`config.mk`:
```
export PLATFORM = sky130hd
export DESIGN_NAME = hash_lane_buffer
export DESIGN_NICKNAME = d
export VERILOG_FILES = /design/src/rtl/frodo_hash_pkg.sv /design/src/rtl/hash_word_fifo.sv /design/src/rtl/hash_lane_buffer.sv
export SDC_FILE = /design/constraint.sdc
export NUM_CORES = 1
export LEC_CHECK = 0
export ABC_AREA = 1
export CAP_MARGIN = 20
export CORE_ASPECT_RATIO = 0.75
export CORE_MARGIN = 2
export CORE_UTILIZATION = 45
export CTS_CLUSTER_DIAMETER = 50
export DETAILED_ROUTE_END_ITERATION = 10
export HOLD_SLACK_MARGIN = 0.03
export PLACE_DENSITY = 0.69
export SETUP_SLACK_MARGIN = 0.15
export SYNTH_ARGS = -nofsm -noshare
export SYNTH_HDL_FRONTEND = slang
export SYNTH_SLANG_ARGS = --single-unit
```
`constraint.sdc`:
```
create_clock -name clk -period 3.15 [get_ports clk]
set_input_delay 0.7875 -clock clk [delete_from_list [all_inputs] [get_ports clk]]
set_output_delay 0.7875 -clock clk [all_outputs]
set_load 0.05 [all_outputs]
```
`src/rtl/frodo_hash_pkg.sv`:
```
// frodo_hash_pkg: word and lane widths shared by keccak, the lane buffer and the sampler.
package frodo_hash_pkg;
   localparam int HASH_WORD_W   = 64;
   localparam int SAMPLE_LANE_W = 16;
   localparam int HASH_LANES    = HASH_WORD_W / SAMPLE_LANE_W;
endpackage

```
`src/rtl/hash_word_fifo.sv`:
```
// hash_word_fifo: DEPTH x DATA_W register FIFO with occupancy count and synchronous flush.
module hash_word_fifo #(
   parameter int DEPTH  = 2,
   parameter int DATA_W = 64
) (
   input  logic                       clk,
   input  logic                       rstn,
   input  logic                       flush,
   input  logic                       push,
   input  logic [DATA_W-1:0]          push_data,
   input  logic                       pop,
   output logic [DATA_W-1:0]          head,
   output logic [$clog2(DEPTH+1)-1:0] count,
   output logic                       full
);
   localparam int AW = $clog2(DEPTH);
   localparam int CW = $clog2(DEPTH+1);
   logic [DATA_W-1:0] mem [DEPTH];
   logic [AW-1:0]     wr_ptr, rd_ptr;
   logic              wr, rd;
   assign full = count == CW'(DEPTH);
   assign wr   = push && !full && !flush;
   assign rd   = pop && count != '0 && !flush;
   assign head = mem[rd_ptr];
   always_ff @(posedge clk)
      if (wr) mem[wr_ptr] <= push_data;
   // Pointers wrap modulo DEPTH because DEPTH is a power of two.
   always_ff @(posedge clk or negedge rstn)
      if (!rstn) begin
         count  <= '0;
         wr_ptr <= '0;
         rd_ptr <= '0;
      end else begin
         count  <= flush ? '0 : count + CW'(wr) - CW'(rd);
         wr_ptr <= flush ? '0 : wr_ptr + AW'(wr);
         rd_ptr <= flush ? '0 : rd_ptr + AW'(rd);
      end
endmodule

```
`src/rtl/hash_lane_buffer.sv`:
```
// hash_lane_buffer: buffers keccak squeeze words and serialises them into sampler lanes.
module hash_lane_buffer
   import frodo_hash_pkg::*;
#(
   parameter int DATA_W = HASH_WORD_W,
   parameter int LANE_W = SAMPLE_LANE_W,
   parameter int DEPTH  = 2
) (
   input  logic                       clk,
   input  logic                       rstn,
   input  logic                       flush,
   input  logic [DATA_W-1:0]          in_data,
   input  logic                       in_valid,
   output logic                       in_ready,
   output logic [LANE_W-1:0]          out_data,
   output logic                       out_valid,
   input  logic                       out_ready,
   output logic [$clog2(DEPTH+1)-1:0] word_count,
   output logic [1:0]                 lane_idx,
   output logic [15:0]                lanes_served
);
   localparam int LANES = DATA_W / LANE_W;
   logic [DATA_W-1:0] head;
   logic              full, push, hs, last;
   assign in_ready  = !full;
   assign out_valid = word_count != '0;
   assign push      = in_valid && in_ready;
   assign hs        = out_valid && out_ready;
   assign last      = lane_idx == 2'(LANES-1);
   assign out_data  = out_valid ? head[LANE_W*lane_idx +: LANE_W] : '0;
   hash_word_fifo #(.DEPTH(DEPTH), .DATA_W(DATA_W)) u_fifo (
      .clk       (clk),
      .rstn      (rstn),
      .flush     (flush),
      .push      (push),
      .push_data (in_data),
      .pop       (hs && last),
      .head      (head),
      .count     (word_count),
      .full      (full)
   );
   always_ff @(posedge clk or negedge rstn)
      if (!rstn) begin
         lane_idx     <= '0;
         lanes_served <= '0;
      end else begin
         lane_idx     <= flush ? '0 : hs ? (last ? '0 : lane_idx + 2'd1) : lane_idx;
         lanes_served <= flush ? '0 : lanes_served + 16'(hs);
      end
endmodule

```
==> reports/results.md <==
* 0.539 ns — pre-CTS setup slack
* 8070 um2 — placement-stage cell area
* done — CTS tree
* lanes_served[13] — launch point of the worst hold path
* 6.93 mm — routed length on met2
* 20.9% — simple-gate area share of the yosys netlist
* 2.83 ns — post-route minimum period
* 66.5% — sequential element share of the synthesized area
* 0 — CTS Hold Bufs
* 0 — total DRC errors in the routed layout
* 10.8% — combinational share of power
* 17 — number of buffers created by CTS
* 8710 um2 — area of all placed cells without fillers
* 0.00526 ns — Fin Clk Skew
* 20.5% — global router's overall resource usage
* 5 — number of iterations in the first detailed-routing pass
* 109 um — vertical die dimension
* 4.94 — via density per instance
* 0.322 ns — PnR worst setup slack
* 0.617 ns — Worst Tran Pin Value
* 4857 — via count of the routed design
* 6610 um2 — post-synth design cell area
* 0.42 ns — Clk Latency, worst-skew pair
* no — setup repair after global routing missed its margin
* complete, no violations — run status
* 45.8% — effective utilization at floorplan
* 3.85 mW — total internal power
* 27 — number of distinct library cell variants in the gate-level netlist after synthesis
* register — type of element launching the critical path
* u_fifo.count[1] — RR Endpoint
* lane_idx[0] — beginning of the worst register-to-register path
* primary output — critical path endpoint category
* 2.36 ns — Worst Path Required
* 0.133% — share of the synthesized netlist area taken by xor and xnor gates
* 6.96 mm — routed length on met1
* 89.8% — post-route clock period utilization
* 0 — initial antenna violation count
* 4 — H-tree levels
* 4.91 mW — power consumption
* 0.06 ns — clock-pin slew of the registers on the worst-case setup and hold paths
* 1750 um2 — combined area of the multi-input logic cells
* lanes_served[13] — endpoint with the worst hold slack
* 150 — count of state elements after synthesis
* 8.94% — layout cells sized above 1
* 0 — max-slew violation count
* 1.06 mW — total net switching power
* 2 — hold-critical path depth
* 58.7% — worst slew margin relative to its limit
* simple AND/OR/NAND/NOR gates — largest family of logic cells by synthesized area
* 0 — count of max-cap constraint violations
* 0.874 — RD Place Congestion
* 38 — site row count
* 2.04 ns — data arrival time of the critical path
* 4400 um2 — area taken by flip-flops and latches
* 1120 — fill cell total of the finished layout
* 0% — mux share of post-synthesis cell area
* 354 MHz — maximum achievable frequency
* 3.98% — Compound-Gate Fraction of Synth Area
* 1.33% — Post-Synth Adder-Cell Area
* 0 — count of nets left with antenna violations after detail routing
* 492 — DRT iter0 DRCs
* 107 — I/O pin count
* 10.1 um2 — synthesized area per cell
* 23.9 mm — global-route wire length before repair
* register to primary output — critical path class
* 0 — Yosys Warn Count
* 15.2 mm — wire length reported by the detailed router
* 106 — total of buffers placed on input and output ports
* 21.6% — net switching share of the total power
* 0 — remaining global-route overflow
* sky130_fd_sc_hd__clkbuf_16 — cell at the root of the clock tree
* 564 nW/um2 — power density relative to cell area
* 14400 um2 — core area
* 31.9% — area delta synth->final
* 144 um — DIE WIDTH
* 657 — synthesized instance count
* register to register — type of the tightest min-delay check
* 15.5 um — post-detailed-route wirelength per cell
* 733 — synthesized netlist net count
* 0 — total setup violations reported at the end of the flow
* 846 — final layout net count
* 3.49 nW — reported leakage power
* 2 — Max Root-Sink Buffers
* 42 — largest fanout on the critical path
* 0 — number of hold violations in the final report
* met4 — uppermost routed layer
* 0 — number of antenna diodes
* 464 uV — VDD IR-drop max
* 1.06 mm — routed length on met3
* 43.2% — Clk pwr share
* 46.0% — sequential group share of total power
* 43 — maximum number of pins on one net before global-route repair
* 9 — number of cell instances on the worst register-to-register path
* 150 — number of clock sinks seen by CTS
* 15700 um2 — total die area
* 10.1 mm — Detailed Place HPWL
* 1.13 ns — flop2flop setup slack
* 4635 — vias in the first global route
[kinds of logic (layout without fill, tap and decap cells)]
| logic type | after synthesis | after routing |
|---|---|---|
| buffers and inverters | 102 | 228 |
| AO/OA/AOI/OAI | 50 | 50 |
| XOR/XNOR | 1 | 1 |
| AND/OR/NAND/NOR | 347 | 347 |
| adder cells (fa/ha/maj) | 7 | 7 |
| flip-flops | 150 | 150 |
[worst max-delay path: stages, from the launching register on]
cell and delay [ns]:
sky130_fd_sc_hd__dfrtp_2 0.49, sky130_fd_sc_hd__buf_6 0.35, sky130_fd_sc_hd__nand3_1 0.17, sky130_fd_sc_hd__nand3_1 0.13, sky130_fd_sc_hd__nand2_1 0.08, sky130_fd_sc_hd__nor2_1 0.21
sky130_fd_sc_hd__buf_12 0.17
[through the flow]
step           hold WS (ns)  std cells  utilization, %  TNS, ns
3_3_place_gp          0.529        950            56.0        0
2_1_floorplan         0.492        657               -   -46.83
6_report              0.565        983            60.5        0
3_5_place_dp          0.561        950            56.0        0
4_1_cts               0.572        982            60.3        0
5_1_grt               0.598        983            60.5        0
[layer usage]
metal  vias to the layer above  track usage (%)
met5                         -                0
met4                         0             7.77
met3                        21             5.18
met2                       177             30.5
met1                      2303             29.3
li1                       2356                -
[flip-flops by register name, summed over array words and instances, names as in the netlist]
signal         count
lane_idx           2
lanes_served      16
u_fifo.count       2
u_fifo.mem       128
u_fifo.rd_ptr      1
u_fifo.wr_ptr      1
[layout make-up]
| type | instances | area share, % |
|---|---|---|
| clock buffer | 19 | 4.97 |
| clock inverter | 13 | 2.13 |
| inverter | 75 | 3.23 |
| multi-input combinational | 405 | 20.1 |
| sequential | 150 | 50.5 |
| tap | 200 | 2.87 |
| timing repair buffer | 121 | 16.2 |
[power by group through the flow]
stage                     logic [mW]  clock network, mW  registers [mW]
after floorplan                0.237                  0            2.31
after global placement         0.521                  0            2.30
after detailed placement       0.527                  0            2.30
after CTS                      0.532               2.15            2.26
after global routing           0.570               2.24            2.26
final                          0.529               2.12            2.26
[worst max-delay path by stage]
stage,startpoint,to,slack (ns)
after floorplan,flush,u_fifo.mem[1][0],-0.37
after global placement,flush,u_fifo.mem[0][23],0.56
after detailed placement,flush,u_fifo.mem[0][31],0.54
after CTS,u_fifo.rd_ptr,out_data[10],0.16
after global routing,u_fifo.rd_ptr,out_data[2],0.20
final,lane_idx[0],out_data[6],0.32
[Yosys cell counts (all sizes together)]
library cell	n	area share (%)
nand3	41	3.1
buf	22	2.6
nand4	2	0.19
nor3b	1	0.11
o21a	1	0.11
o21ai	37	2.8
a21oi	8	0.61
xor2	1	0.13
o21bai	2	0.23
edfxtp	128	58
dfrtp	22	8.3
o211ai	1	0.11
inv	75	4.3
o31ai	1	0.11
ha	7	1.3
nor3	2	0.15
nand2	138	7.9
nor2	163	9.4
clkbuf	5	0.28
[repair_timing]
action,CTS,global route
pin swaps,0,0
buffers inserted,0,1
endpoints found under the setup margin,1,14
hold endpoints to repair,0,0
gates resized for setup,1,3
[layout by cell type, fill, tap and decap left out, drive strengths merged, types with 5 or more instances in the layout]
cell	n
edfxtp	128
bufinv	5
inv	75
ha	7
buf	31
nand2	138
nor2	163
clkbuf	20
a21oi	8
clkdlybuf4s50	89
o21ai	37
clkinv	8
nand3	41
dfrtp	22
Power figures use the tool's default switching activity.
